$ cat config.mk
export PLATFORM = sky130hd
export DESIGN_NAME = alu_exec_control
export DESIGN_NICKNAME = d
export VERILOG_FILES = /design/src/rtl/alu_exec_pkg.sv /design/src/rtl/alu_exec_control_muldiv.sv /design/src/rtl/alu_exec_control.sv
export SDC_FILE = /design/constraint.sdc
export NUM_CORES = 1
export LEC_CHECK = 0
export CORE_UTILIZATION = 23
export CTS_CLUSTER_SIZE = 30
export DETAILED_ROUTE_END_ITERATION = 8
export GPL_ROUTABILITY_DRIVEN = 0
export PLACE_DENSITY_LB_ADDON = 0.15
export SETUP_SLACK_MARGIN = 0.5
export SLEW_MARGIN = 20
export SYNTH_ARGS = -nofsm -noshare
export SYNTH_HDL_FRONTEND = slang
export SYNTH_SLANG_ARGS = --single-unit
$ cat constraint.sdc
create_clock -name clk -period 1.6 [get_ports clk]
set_input_delay 0.32 -clock clk [delete_from_list [all_inputs] [get_ports clk]]
set_output_delay 0.32 -clock clk [all_outputs]
set_load 0.01 [all_outputs]
$ cat src/rtl/alu_exec_pkg.sv
// rtl/alu_exec_pkg.sv - shared constants and types for alu_exec_control
//
// Contents: alu_op type codes, ALU operation codes, M-group funct3 codes,
// and the control FSM state type.
package alu_exec_pkg;

  // alu_op instruction type
  localparam logic [2:0] OP_R       = 3'b000;
  localparam logic [2:0] OP_I_ARITH = 3'b001;
  localparam logic [2:0] OP_S       = 3'b010;
  localparam logic [2:0] OP_SB      = 3'b011;
  localparam logic [2:0] OP_I_LOAD  = 3'b100;

  // datapath ALU operation codes
  localparam logic [3:0] ALU_ADD  = 4'b0000;
  localparam logic [3:0] ALU_SUB  = 4'b0001;
  localparam logic [3:0] ALU_AND  = 4'b0010;
  localparam logic [3:0] ALU_OR   = 4'b0011;
  localparam logic [3:0] ALU_XOR  = 4'b0100;
  localparam logic [3:0] ALU_SLL  = 4'b0101;
  localparam logic [3:0] ALU_SLT  = 4'b0110;
  localparam logic [3:0] ALU_SLTU = 4'b0111;
  localparam logic [3:0] ALU_SRL  = 4'b1000;
  localparam logic [3:0] ALU_SRA  = 4'b1001;
  localparam logic [3:0] ALU_CMPU = 4'b1010;

  // M-group funct3
  localparam logic [2:0] MF_MUL    = 3'b000;
  localparam logic [2:0] MF_MULH   = 3'b001;
  localparam logic [2:0] MF_MULHSU = 3'b010;
  localparam logic [2:0] MF_MULHU  = 3'b011;
  localparam logic [2:0] MF_DIV    = 3'b100;
  localparam logic [2:0] MF_DIVU   = 3'b101;
  localparam logic [2:0] MF_REM    = 3'b110;
  localparam logic [2:0] MF_REMU   = 3'b111;

  typedef enum logic [1:0] {
    S_IDLE = 2'b00,
    S_CALC = 2'b01,
    S_DONE = 2'b10
  } state_t;

endpackage

$ cat src/rtl/alu_exec_control_muldiv.sv
// rtl/alu_exec_control_muldiv.sv - iterative multiply/divide engine (muldiv_iter)
//
// Ports: start/op/a/b load a new operation (op = M funct3); done pulses
// during the last iteration cycle, when result already holds the signed,
// fixed-up answer. Magnitudes are iterated; sign is applied on that cycle.
module muldiv_iter
  import alu_exec_pkg::*;
#(
  parameter int XLEN = 32
) (
  input  logic            clk,
  input  logic            reset_n,
  input  logic            start,
  input  logic [2:0]      op,
  input  logic [XLEN-1:0] a,
  input  logic [XLEN-1:0] b,
  output logic            done,
  output logic [XLEN-1:0] result
);
  localparam int CW = $clog2(XLEN);

  logic              busy;
  logic [CW-1:0]     cnt;
  logic [2*XLEN-1:0] acc;      // mul: {partial, multiplier}; div: {remainder, quotient}
  logic [XLEN-1:0]   opnd;     // multiplicand or divisor magnitude
  logic [2:0]        op_q;
  logic              neg_res;
  logic              neg_rem;

  logic              a_sgn, b_sgn, a_neg, b_neg;
  logic [XLEN-1:0]   a_mag, b_mag;
  logic [XLEN:0]     mul_sum, div_t, div_diff;
  logic              div_ge;
  logic [XLEN-1:0]   div_r;
  logic [2*XLEN-1:0] acc_next, prod;
  logic [XLEN-1:0]   quo, rem;

  always_comb begin
    a_sgn = op[2] ? ~op[0] : (op[1:0] != 2'b11);
    b_sgn = op[2] ? ~op[0] : ~op[1];
    a_neg = a_sgn & a[XLEN-1];
    b_neg = b_sgn & b[XLEN-1];
    a_mag = a_neg ? -a : a;
    b_mag = b_neg ? -b : b;
  end

  always_comb begin
    mul_sum  = {1'b0, acc[2*XLEN-1:XLEN]} + (acc[0] ? {1'b0, opnd} : '0);
    div_t    = {acc[2*XLEN-1:XLEN], acc[XLEN-1]};
    div_diff = div_t - {1'b0, opnd};
    div_ge   = ~div_diff[XLEN];
    div_r    = div_ge ? div_diff[XLEN-1:0] : div_t[XLEN-1:0];
    acc_next = op_q[2] ? {div_r, acc[XLEN-2:0], div_ge}
                       : {mul_sum, acc[XLEN-1:1]};
    prod     = neg_res ? -acc_next : acc_next;
    quo      = neg_res ? -acc_next[XLEN-1:0] : acc_next[XLEN-1:0];
    rem      = neg_rem ? -acc_next[2*XLEN-1:XLEN] : acc_next[2*XLEN-1:XLEN];
    case (op_q)
      MF_MUL:                     result = prod[XLEN-1:0];
      MF_MULH, MF_MULHSU, MF_MULHU: result = prod[2*XLEN-1:XLEN];
      MF_DIV, MF_DIVU:            result = quo;
      default:                    result = rem;
    endcase
  end

  assign done = busy && (cnt == CW'(XLEN-1));

  always_ff @(posedge clk or negedge reset_n) begin
    if (!reset_n) begin
      busy    <= 1'b0;
      cnt     <= '0;
      acc     <= '0;
      opnd    <= '0;
      op_q    <= MF_MUL;
      neg_res <= 1'b0;
      neg_rem <= 1'b0;
    end else if (start) begin
      busy    <= 1'b1;
      cnt     <= '0;
      op_q    <= op;
      neg_res <= a_neg ^ b_neg;
      neg_rem <= a_neg;
      acc     <= op[2] ? {{XLEN{1'b0}}, a_mag} : {{XLEN{1'b0}}, b_mag};
      opnd    <= op[2] ? b_mag : a_mag;
    end else if (busy) begin
      acc <= acc_next;
      if (done) busy <= 1'b0;
      else      cnt  <= cnt + 1'b1;
    end
  end

endmodule

$ cat src/rtl/alu_exec_control.sv
// rtl/alu_exec_control.sv - execute-stage ALU decode with iterative RV32M unit
//
// Ports: in_valid/in_ready request handshake carrying alu_op, func, rs1, rs2;
// out_valid/out_ready result handshake carrying alu_operation, md_valid,
// md_result, illegal. Macro ALU_EXEC_MULDIV_EN enables the M group; without
// it M encodings are flagged illegal and md_valid/md_result stay 0.
module alu_exec_control
  import alu_exec_pkg::*;
#(
  parameter int XLEN = 32
) (
  input  logic            clk,
  input  logic            reset_n,
  input  logic            in_valid,
  output logic            in_ready,
  input  logic [2:0]      alu_op,
  input  logic [4:0]      func,
  input  logic [XLEN-1:0] rs1,
  input  logic [XLEN-1:0] rs2,
  output logic            out_valid,
  input  logic            out_ready,
  output logic [3:0]      alu_operation,
  output logic            md_valid,
  output logic [XLEN-1:0] md_result,
  output logic            illegal
);
  state_t          state;
  logic            accept;
  logic [3:0]      dec_code;
  logic            dec_illegal, dec_m, dec_special, md_done;
  logic [XLEN-1:0] spec_result, md_iter_result;

  assign in_ready  = (state == S_IDLE) || ((state == S_DONE) && out_ready);
  assign out_valid = (state == S_DONE);
  assign accept    = in_valid && in_ready;

  // dec_code stays ALU_ADD (0000) on every illegal or M path
  always_comb begin
    dec_code    = ALU_ADD;
    dec_illegal = 1'b0;
    dec_m       = 1'b0;
    if (func[4] && (alu_op == OP_R)) begin
`ifdef ALU_EXEC_MULDIV_EN
      dec_m = 1'b1;
`else
      dec_illegal = 1'b1;
`endif
    end else if (func[4]) begin
      dec_illegal = 1'b1;
    end else begin
      case (alu_op)
        OP_R: begin
          case (func[3:0])
            4'b0000: dec_code = ALU_ADD;
            4'b1000: dec_code = ALU_SUB;
            4'b0001: dec_code = ALU_SLL;
            4'b0010: dec_code = ALU_SLT;
            4'b0011: dec_code = ALU_SLTU;
            4'b0100: dec_code = ALU_XOR;
            4'b0101: dec_code = ALU_SRL;
            4'b1101: dec_code = ALU_SRA;
            4'b0110: dec_code = ALU_OR;
            4'b0111: dec_code = ALU_AND;
            default: dec_illegal = 1'b1;
          endcase
        end
        OP_I_ARITH: begin
          case (func[2:0])
            3'b000:  dec_code = ALU_ADD;
            3'b001:  dec_code = ALU_SLL;
            3'b010:  dec_code = ALU_SLT;
            3'b011:  dec_code = ALU_SLTU;
            3'b100:  dec_code = ALU_XOR;
            3'b101:  dec_code = func[3] ? ALU_SRA : ALU_SRL;
            3'b110:  dec_code = ALU_OR;
            default: dec_code = ALU_AND;
          endcase
        end
        OP_I_LOAD: begin
          case (func[2:0])
            3'b000, 3'b001, 3'b010, 3'b100, 3'b101: dec_code = ALU_ADD;
            default: dec_illegal = 1'b1;
          endcase
        end
        OP_S: begin
          case (func[2:0])
            3'b000, 3'b001, 3'b010: dec_code = ALU_ADD;
            default: dec_illegal = 1'b1;
          endcase
        end
        OP_SB: begin
          case (func[2:0])
            3'b000, 3'b001, 3'b100, 3'b101: dec_code = ALU_SUB;
            3'b110, 3'b111:                 dec_code = ALU_CMPU;
            default: dec_illegal = 1'b1;
          endcase
        end
        default: dec_illegal = 1'b1;
      endcase
    end
  end

`ifdef ALU_EXEC_MULDIV_EN
  localparam logic [XLEN-1:0] XMIN = {1'b1, {(XLEN-1){1'b0}}};
  logic div_zero, div_ovf, md_start;

  // divide-by-zero and signed overflow bypass the engine entirely
  assign div_zero    = func[2] && (rs2 == '0);
  assign div_ovf     = func[2] && !func[0] && (rs1 == XMIN) && (rs2 == '1);
  assign dec_special = dec_m && (div_zero || div_ovf);
  assign spec_result = div_zero ? (func[1] ? rs1 : '1) : (func[1] ? '0 : XMIN);
  assign md_start    = accept && dec_m && !dec_special;

  muldiv_iter #(.XLEN(XLEN)) u_muldiv (
    .clk     (clk),
    .reset_n (reset_n),
    .start   (md_start),
    .op      (func[2:0]),
    .a       (rs1),
    .b       (rs2),
    .done    (md_done),
    .result  (md_iter_result)
  );
`else
  logic unused_ops;
  assign unused_ops     = ^{rs1, rs2};
  assign dec_special    = 1'b0;
  assign spec_result    = '0;
  assign md_done        = 1'b0;
  assign md_iter_result = '0;
`endif

  always_ff @(posedge clk or negedge reset_n) begin
    if (!reset_n) begin
      state         <= S_IDLE;
      alu_operation <= ALU_ADD;
      md_valid      <= 1'b0;
      md_result     <= '0;
      illegal       <= 1'b0;
    end else begin
      case (state)
        S_CALC: begin
          if (md_done) begin
            state         <= S_DONE;
            alu_operation <= ALU_ADD;
            md_valid      <= 1'b1;
            md_result     <= md_iter_result;
            illegal       <= 1'b0;
          end
        end
        default: begin
          // accept in DONE retires the old result and loads the new one
          if (accept) begin
            if (dec_m && !dec_special) begin
              state <= S_CALC;
            end else begin
              state         <= S_DONE;
              alu_operation <= dec_code;
              md_valid      <= dec_m;
              md_result     <= dec_m ? spec_result : '0;
              illegal       <= dec_illegal;
            end
          end else if ((state != S_DONE) || out_ready) begin
            state <= S_IDLE;
          end
        end
      endcase
    end
  end

endmodule

==> impl_metrics.tcl, run 1 <==
set metrics [dict create \
    ant_nets 0 \
    htree_levels 1 \
    grt_pass1_vias 539 \
    clock_latency_ns 0.24 \
    power.share.sequential_pct 33.6 \
    worstPathRequired_ns 1.76 \
    grt_max_degree 10 \
    rrSetupSlack_ns 0.51 \
    synth_top_family_by_area "buffers and inverters" \
    power_mw 0.4949 \
    avgViaCountPerCell 3.935 \
    nNetsFinal 200 \
    power_switching_mw 0.1648 \
    setup_violations 0 \
    fillerInstances 308 \
    die-area_mm2 0.003254 \
    max_freq_ghz 0.8738 \
    crit_fanout 2 \
    core_area_mm2 0.002805 \
    clkPwrFrac_pct 27.2 \
    rr_startpoint "state[1]" \
    numClockSinks 6 \
    cts_inserted_buffers 3 \
    crit_arrival_ns 1.31 \
    r2r_cells 5 \
    synth-seq-cells 6 \
    ys_types 29 \
    placementRows 19 \
    grt_pass1_wl_um 2401 \
    status "finished with violations" \
    violations "DRC" \
    clk_path_buf_depth 2 \
    syn_to_final_growth_pct 35.91 \
    synth_xor_area_share_pct 2.513 \
    num_vias 602 \
    clkSlewWorstSetupHoldPaths_ns 0.05 \
    internal_power_mw 0.3301 \
    ys_seq_area_share_pct 21.54 \
    p_comb_share_pct 39.3 \
    path_class "in -> reg" \
    synth_top_area_share_pct 35.55 \
    totalWireLength_um 1390 \
    power_leakage_nw 0.4866 \
    wl_per_cell_um 9.085 \
    cts_tree "done" \
    synth-simple-area-share_pct 16.16 \
    final.min_clock_period_ns 1.144 \
    worstSetupEndpointType "flop" \
    worstSetupStartpointType "input port" \
    timing.hold.ws_ns 0.3201 \
    yosys.area_share.adder_pct 0 \
    synth_mux_area_share_pct 0 \
    p_per_area_mw_per_mm2 522.6 \
    synth_area_um2 696.9 \
    synthCells 88 \
    clock_skew_ns 0.005777 \
    maxCapViolations 0 \
    rsz0062_at_grt "true" \
    io_pins 116 \
    overflow 0 \
    die_height_um 57.05 \
    synth_compound_area_share_pct 17.41 \
    dp_hpwl_um 1083 \
    avgSynthCellArea_um2 7.920 \
    ir_drop_v 0.0001565 \
    cts-root-buf "clkbuf_4" \
    initial_core_util_pct 24.84 \
    port_buffers 18 \
    drc 9 \
    grt_usage_pct 9.376 \
    cts_hold_buf 0 \
    antenna_found_initial 0 \
    ys_warn_count 0 \
    drive_above_1_share_pct 36.89 \
    period_share_pct 71.52 \
    first_pass_iters 7 \
    hp-class "in -> async" \
    yosys.area.top_type "buf_4" \
    maxSlewViolCount 0 \
    synthTopCellsByArea "buf_4 (36%), dfrtp_1 (22%), nor2_1 (4.3%)" \
    hold_viol_final 0 \
    sw_frac_of_total_pct 33.31 \
    initialDrtViolationCount 14 \
    die_w_um 57.05 \
    antenna_cells 0 \
    r2r-end "alu_operation[3]" \
]
-- per-stage QoR --
step                instance area, um2  utilization (%)  worst slack [ns]  TNS, ns  cells
finish                           947.2            33.76            0.4556        0    153
global route                     947.2            33.76            0.4005        0    153
CTS                              913.4            32.56            0.3918        0    149
detailed placement               879.6            31.36           -0.1377  -0.3486    145
global placement                 879.6            31.36           -0.1370  -0.3965    145
floorplan                        854.6                -            0.2510        0    120
-- routing by layer --
metal | share of wire, % | vias up | global-route usage [%] | wire [um]
met3 | 9.9 | 2 | 2.948 | 138
met4 | 0.29 | 0 | 4.181 | 4
met2 | 47 | 31 | 14.62 | 649
met1 | 43 | 268 | 11.89 | 598
met5 | 0 | - | 0 | 0
li1 | - | 301 | - | -
-- critical path, cell delays in order --
cell	delay (ns)
buf_6	0.09
or3_4	0.38
a2111oi_4	0.31
a311oi_2	0.07
o21ai_1	0.13
-- power groups by stage --
stage,combinational (mW),sequential (mW),clock (mW)
4_1_cts,0.186,0.167,0.141
5_1_grt,0.215,0.167,0.149
3_3_place_gp,0.187,0.169,0
6_report,0.194,0.166,0.134
3_5_place_dp,0.186,0.169,0
2_1_floorplan,0.159,0.173,0
-- kinds of logic (layout without fill, tap and decap cells) --
| family | count (synthesis) | after routing |
|---|---|---|
| buffers and inverters | 40 | 42 |
| other | 1 | 33 |
| and+or+nand+nor | 23 | 23 |
| DFF | 6 | 6 |
| AOI/OAI and AO/OA | 16 | 16 |
| xor gates and xnor gates | 2 | 2 |
-- worst max path at each step --
stage,start,slack (ns),cells past startpoint,to
2_1_floorplan,func[0],0.25,5,alu_operation[0]
3_3_place_gp,out_ready,-0.14,3,in_ready
3_5_place_dp,func[0],-0.14,5,alu_operation[0]
4_1_cts,func[2],0.39,5,alu_operation[0]
5_1_grt,func[0],0.40,5,alu_operation[0]
6_report,func[0],0.46,5,alu_operation[0]
-- synth_stat cells --
| master | n |
|---|---|
| buf_4 | 33 |
| nor2_1 | 8 |
| nand2_1 | 7 |
| dfrtp_1 | 6 |
| inv_1 | 3 |
| a21oi_1 | 2 |
| a311oi_1 | 2 |
| a31oi_1 | 2 |
| buf_6 | 2 |
| nand2b_1 | 2 |
| o2111ai_1 | 2 |
| o21ai_0 | 2 |
| a2111oi_2 | 1 |
| a211oi_1 | 1 |
| a22o_1 | 1 |
| and3_1 | 1 |
| buf_2 | 1 |
| clkbuf_2 | 1 |
| conb_1 | 1 |
| nand3_1 | 1 |
| nand3b_1 | 1 |
| nor2b_1 | 1 |
| o21ai_1 | 1 |
| o221ai_1 | 1 |
| o41ai_1 | 1 |
| or2b_1 | 1 |
| or3_4 | 1 |
| xnor2_1 | 1 |
| xor2_1 | 1 |
-- timing repair --
item,CTS,global route
endpoints found under the setup margin,12,11
pin swaps,9,5
gates resized for setup,63,4
cloned,0,0
buffers inserted,1,4
-- final cells by class --
class | instances | area, um2 | share of cell area (%)
sequential | 6 | 150.1 | 15.85
tap | 31 | 38.79 | 4.095
inverter | 3 | 11.26 | 1.189
clock buffer | 3 | 22.52 | 2.378
multi-input combinational | 74 | 436.7 | 46.10
timing repair buffer | 36 | 287.8 | 30.38
-- sequential cells by signal, indices dropped and copies added, names as in the netlist --
register,count
alu_operation,4
illegal,1
state,1
-- layout by cell type, fill, tap and decap left out, types with 2 or more instances in the layout --
cell / Yosys / layout
conb_1: 1 / 33
buf_4: 33 / 14
buf_2: 1 / 7
buf_6: 2 / 7
nor2_1: 8 / 6
nand2_1: 7 / 6
dfrtp_1: 6 / 6
dlygate4sd2_1: 0 / 5
clkbuf_4: 0 / 3
inv_2: 0 / 2
a31oi_1: 2 / 2
nor2_2: 0 / 2
a21oi_1: 2 / 2
a311oi_2: 0 / 2
o21ai_1: 1 / 2
Power figures use the tool's default switching activity.
==> run 2: changes to the inputs <==
--- a/config.mk
+++ b/config.mk
@@ -5,7 +5,7 @@
 export SDC_FILE = /design/constraint.sdc
 export NUM_CORES = 1
 export LEC_CHECK = 0
-export CORE_UTILIZATION = 23
+export CORE_UTILIZATION = 19
 export CTS_CLUSTER_SIZE = 30
 export DETAILED_ROUTE_END_ITERATION = 8
 export GPL_ROUTABILITY_DRIVEN = 0
==> constraint.sdc (replaced) <==
create_clock -name clk -period 0.9 [get_ports clk]
set_input_delay 0.18 -clock clk [delete_from_list [all_inputs] [get_ports clk]]
set_output_delay 0.18 -clock clk [all_outputs]
set_load 0.01 [all_outputs]
==> impl_metrics.tcl, run 2 (synthesized netlist as in run 1, its figures left out) <==
set metrics [dict create \
    grt_pass1_vias 516 \
    p_comb_share_pct 40.0 \
    cts_tree "done" \
    hp-class "in -> async" \
    placed_cell_area_um2 948.4 \
    io_pins 116 \
    status "finished with violations" \
    path_delay_family "flip-flops" \
    layout_setup_ws_ns -0.1668 \
    p_per_area_mw_per_mm2 925.4 \
    final_common_cell "conb_1" \
    grt_max_degree 10 \
    numClockSinks 6 \
    fillerInstances 396 \
    htree_levels 1 \
    largest_reg_flops 4 \
    overflow 0 \
    rrSetupSlack_ns -0.14 \
    syn_to_final_growth_pct 42.73 \
    dp_hpwl_um 1254 \
    clk_path_buf_depth 2 \
    rsz0062_at_grt "true" \
    initialDrtViolationCount 18 \
    antenna_found_initial 0 \
    wl_per_cell_um 9.550 \
    power_switching_mw 0.3193 \
    worstPathRequired_ns 0.72 \
    initial_core_util_pct 20.40 \
    drc 0 \
    antenna_cells 0 \
    r2r-end "alu_operation[3]" \
    internal_power_mw 0.6012 \
    crit_arrival_ns 0.89 \
    crit_fanout 4 \
    die_w_um 62.57 \
    path_class "reg -> out" \
    clock_skew_ns 0.007646 \
    totalWireLength_um 1614 \
    grt_usage_pct 8.397 \
    sw_frac_of_total_pct 34.69 \
    avgViaCountPerCell 3.586 \
    core_area_mm2 0.003416 \
    r2r_cells 4 \
    clkPwrFrac_pct 27.6 \
    power_leakage_nw 0.5019 \
    first_pass_iters 4 \
    layoutNonFillerInstCount 169 \
    slowest_delay_ns 0.40 \
    placementRows 21 \
    setup_violations 12 \
    worstSetupStartpointType "flop" \
    most-common-layout-cells "conb_1 (33), buf_4 (17), dlygate4sd2_1 (8)" \
    violations "hold timing, setup timing" \
    die-area_mm2 0.003914 \
    drive_above_1_share_pct 36.59 \
    maxSlewViolCount 0 \
    hold_viol_final 6 \
    maxCapViolations 0 \
    place_inst 164 \
    timing.hold.ws_ns -0.09184 \
    clock_latency_ns 0.25 \
    power.share.sequential_pct 32.3 \
    place_ws_ns -0.7545 \
    nNetsFinal 201 \
    cts_inserted_buffers 3 \
    fin_tns_setup_ns -0.8924 \
    cts-root-buf "clkbuf_4" \
    rr_startpoint "state[1]" \
    cp_num_buf_inv 1 \
    clkSlewWorstSetupHoldPaths_ns 0.05 \
    final.min_clock_period_ns 1.067 \
    port_buffers 18 \
    die_height_um 62.57 \
    regMostFlops "alu_operation" \
    ir_drop_v 0.0002921 \
    period_share_pct 118.5 \
    crit_chain "nand2b_4 -> buf_6" \
    num_vias 606 \
    ant_nets 0 \
    fin_area_um2 994.7 \
    reg_top3 "alu_operation: 4 flops, illegal: 1 flops, state: 1 flops" \
    max_freq_ghz 0.9374 \
    slowest_stage "dfrtp_1" \
    post-route-util_pct 29.12 \
    worstSetupEndpointType "output port" \
    power_mw 0.9205 \
    grt_pass1_wl_um 2608 \
]
[run 2: how the worst max path moves through the flow]
stage	to	slack (ns)	startpoint	cells past startpoint
global route	in_ready	-0.20	state[1]	2
global placement	alu_operation[0]	-0.72	func[0]	5
CTS	alu_operation[0]	-0.18	func[0]	5
detailed placement	alu_operation[0]	-0.75	func[0]	5
floorplan	alu_operation[0]	-0.31	func[0]	5
finish	in_ready	-0.17	state[1]	2
[run 2: worst register-to-register path, cell delays in order, from the launching register on]
cell and delay (ns):
dfrtp_1 0.40, nand2b_4 0.12, nand2_4 0.07, buf_12 0.13, a22o_1 0.19
[run 2: what timing repair did]
action                     4_1_cts  5_1_grt
setup endpoints to repair       19       13
cloned                           0        0
hold endpoints to repair         6        6
resized for setup               61        2
buffers inserted                 2        0
pin swaps                       12        2
[run 2: final cells by class]
cell class	instances	area, um2	area share, %
multi-input cells	74	449.2	45.16
repair buffers	37	304.0	30.57
flip-flops and latches	6	150.1	15.09
well taps	46	57.56	5.786
clock buffers	3	22.52	2.264
inverters	3	11.26	1.132
[run 2: power by group through the flow]
stage,sequential (mW),combinational [mW],clock (mW)
3_3_place_gp,0.301,0.364,0
6_report,0.298,0.368,0.254
3_5_place_dp,0.301,0.362,0
5_1_grt,0.299,0.402,0.276
4_1_cts,0.296,0.360,0.258
2_1_floorplan,0.308,0.283,0
[run 2: metal layers]
metal	wire [um]	track usage [%]	part of all wire [%]
met3	148	2.920	9.2
met5	0	0	0
met4	16	2.616	0.99
met2	721	12.64	45
met1	728	11.12	45
==> run 3: changes to the inputs <==
--- a/config.mk
+++ b/config.mk
@@ -5,7 +5,9 @@
 export SDC_FILE = /design/constraint.sdc
 export NUM_CORES = 1
 export LEC_CHECK = 0
-export CORE_UTILIZATION = 19
+export ABC_AREA = 1
+export CORE_UTILIZATION = 20
+export CTS_BUF_LIST = sky130_fd_sc_hd__clkbuf_4 sky130_fd_sc_hd__clkbuf_8 sky130_fd_sc_hd__clkbuf_16
 export CTS_CLUSTER_SIZE = 30
 export DETAILED_ROUTE_END_ITERATION = 8
 export GPL_ROUTABILITY_DRIVEN = 0
==> impl_metrics.tcl, run 3 <==
set metrics [dict create \
    status "finished with violations" \
    violations "hold timing, setup timing" \
    drive_above_1_share_pct 20.69 \
    final.min_clock_period_ns 1.112 \
    cp_num_buf_inv 2 \
    totalWireLength_um 1492 \
    dp_hpwl_um 1274 \
    synth-edff-count 0 \
    synth-simple-area-share_pct 31.44 \
    antenna_found_initial 0 \
    avgViaCountPerCell 3.450 \
    clkSlewWorstSetupHoldPaths_ns 0.04 \
    power_leakage_nw 0.5401 \
    synth_xor_area_share_pct 0 \
    synth_compound_area_share_pct 6.186 \
    grt_pass1_vias 605 \
    avgSynthCellArea_um2 6.388 \
    top_usage_layer "met2" \
    max_freq_ghz 0.8994 \
    crit_chain "buf_6 -> a21oi_4 -> nand2_1 -> nor2_1 -> nand3_1 -> nand2_1 -> inv_1" \
    worstSetupEndpointType "flop" \
    slowest_stage "dfrtp_1" \
    r2r-end "illegal" \
    die_height_um 62.34 \
    num_vias 659 \
    synth-seq-cells 6 \
    power_mw 0.8264 \
    syn_to_final_growth_pct 28.01 \
    regMostFlops "alu_operation" \
    layout_setup_ws_ns -0.2118 \
    met1_usage_pct 9.609 \
    htree_levels 1 \
    post-route-util_pct 27.29 \
    antenna_cells 0 \
    final_common_cell "conb_1" \
    initial_core_util_pct 21.32 \
    place_ws_ns -0.5746 \
    place_inst 186 \
    die_w_um 62.34 \
    rrSetupSlack_ns -0.21 \
    core_area_mm2 0.003416 \
    synthArstFlopShare_pct 100.0 \
    crit_path_frequent_cell "nand2_1" \
    die-area_mm2 0.003886 \
    worstSetupStartpointType "flop" \
    synth_top_family_by_area "buffers and inverters" \
    grt_max_degree 9 \
    rr_startpoint "state[1]" \
    p_per_area_mw_per_mm2 886.5 \
    clock_latency_ns 0.23 \
    path_class "reg -> reg" \
    wl_per_cell_um 7.812 \
    ir_drop_v 0.0001832 \
    synth_flop_cell "dfrtp_1" \
    largest_reg_flops 4 \
    rsz0062_at_grt "true" \
    numClockSinks 6 \
    io_pins 116 \
    hold_viol_final 6 \
    use_met2_pct 12.50 \
    setup_violations 12 \
    synth_mux_area_share_pct 0 \
    cts_tree "done" \
    synth_area_um2 728.2 \
    synthCells 114 \
    initialDrtViolationCount 29 \
    reg_top3 "alu_operation: 4 flops, illegal: 1 flops, state: 1 flops" \
    synth_commonest_cells "buf_4 (33), nand2_1 (28), inv_1 (12)" \
    first_pass_iters 4 \
    layoutNonFillerInstCount 191 \
    met3_usage_pct 1.838 \
    crit_arrival_ns 1.24 \
    nNetsFinal 223 \
    clk_path_buf_depth 2 \
    cts-root-buf "clkbuf_4" \
    r2r_cells 7 \
    synthTopCellsByArea "buf_4 (34%), dfrtp_1 (21%), nand2_1 (14%)" \
    timing.hold.ws_ns -0.08586 \
    ant_nets 0 \
    overflow 0 \
    path_delay_family "flip-flops" \
    synth_top_area_share_pct 34.02 \
    yosys.area.top_type "buf_4" \
    slowest_delay_ns 0.39 \
    yosysMostFrequentCell "buf_4" \
    cts_inserted_buffers 3 \
    maxSlewViolCount 0 \
    grt_pass1_wl_um 2449 \
    yosys.area_share.adder_pct 0 \
    ys_seq_area_share_pct 20.62 \
    placementRows 21 \
    maxCapViolations 0 \
    most-common-layout-cells "conb_1 (33), nand2_1 (27), inv_1 (11)" \
    period_share_pct 123.5 \
    crit_fanout 4 \
    grt_usage_pct 7.937 \
    port_buffers 18 \
    ys_types 17 \
    ys_warn_count 0 \
    worstPathRequired_ns 1.03 \
    clock_skew_ns 0.001760 \
    hp-class "in -> async" \
    drc 0 \
]
-- run 3: changes by cell type after synthesis, sizes merged, moves of 2 or more --
cell,previous run,this run
nand2,7,28
nand2b,2,0
buf,36,33
a311oi,2,0
nand3,1,11
inv,3,14
nor2,8,11
o2111ai,2,0
-- run 3: through the flow --
stage                     cell area (um2)  hold slack (ns)  setup TNS [ns]
after global placement              909.6           0.4492          -3.996
final                               932.1         -0.08586          -1.243
after global routing                932.1         -0.05953          -1.919
after CTS                           924.6         -0.08673          -1.512
after floorplan                     852.1          -0.1156         -0.2296
after detailed placement            909.6           0.4377          -4.118
-- run 3: worst register-to-register path, stage by stage (launching register included) --
cell	delay [ns]
dfrtp_1	0.39
buf_6	0.13
a21oi_4	0.16
nand2_1	0.07
nor2_1	0.09
nand3_1	0.08
nand2_1	0.06
inv_1	0.03
-- run 3: worst max path at each step --
stage               from  endpoint  slack [ns]  depth (start not counted)
6_report        state[1]   illegal       -0.21                          7
2_1_floorplan   state[1]   illegal        -0.1                          6
5_1_grt         state[1]   illegal       -0.32                          7
4_1_cts         state[1]   illegal       -0.22                          7
3_5_place_dp   out_ready  in_ready       -0.57                          4
3_3_place_gp   out_ready  in_ready       -0.56                          4
-- run 3: kinds of logic after synthesis --
family / after synthesis
compound gates: 7
buf+inv: 47
flops: 6
other cells: 1
simple gates: 53
-- run 3: timing repair --
action,4_1_cts,5_1_grt
setup endpoints to repair,19,13
hold endpoints to repair,6,6
setup buffers,1,1
resized for setup,35,3
pin swaps,4,0
cloned,0,0
-- run 3: final cells by class --
class	count	area (um2)
Multi-Input combinational cell	93	416.7
Tap cell	46	57.56
Clock buffer	3	22.52
Sequential cell	6	150.1
Fill cell	410	2484
Inverter	14	52.55
Timing Repair Buffer	29	232.7
-- run 3: routing by layer --
| metal | vias up | wire length [um] |
|---|---|---|
| li1 | 351 | - |
| met1 | 281 | 635 |
| met2 | 25 | 735 |
| met3 | 2 | 110 |
| met4 | 0 | 10 |
| met5 | - | 0 |
-- run 3: report_power, final --
group / switching (mW) / internal [mW] / total, mW / leakage (nW)
clock network: 0.0798 / 0.150 / 0.229 / 0.0138
logic: 0.190 / 0.115 / 0.305 / 0.450
registers: 0.00813 / 0.284 / 0.292 / 0.0764
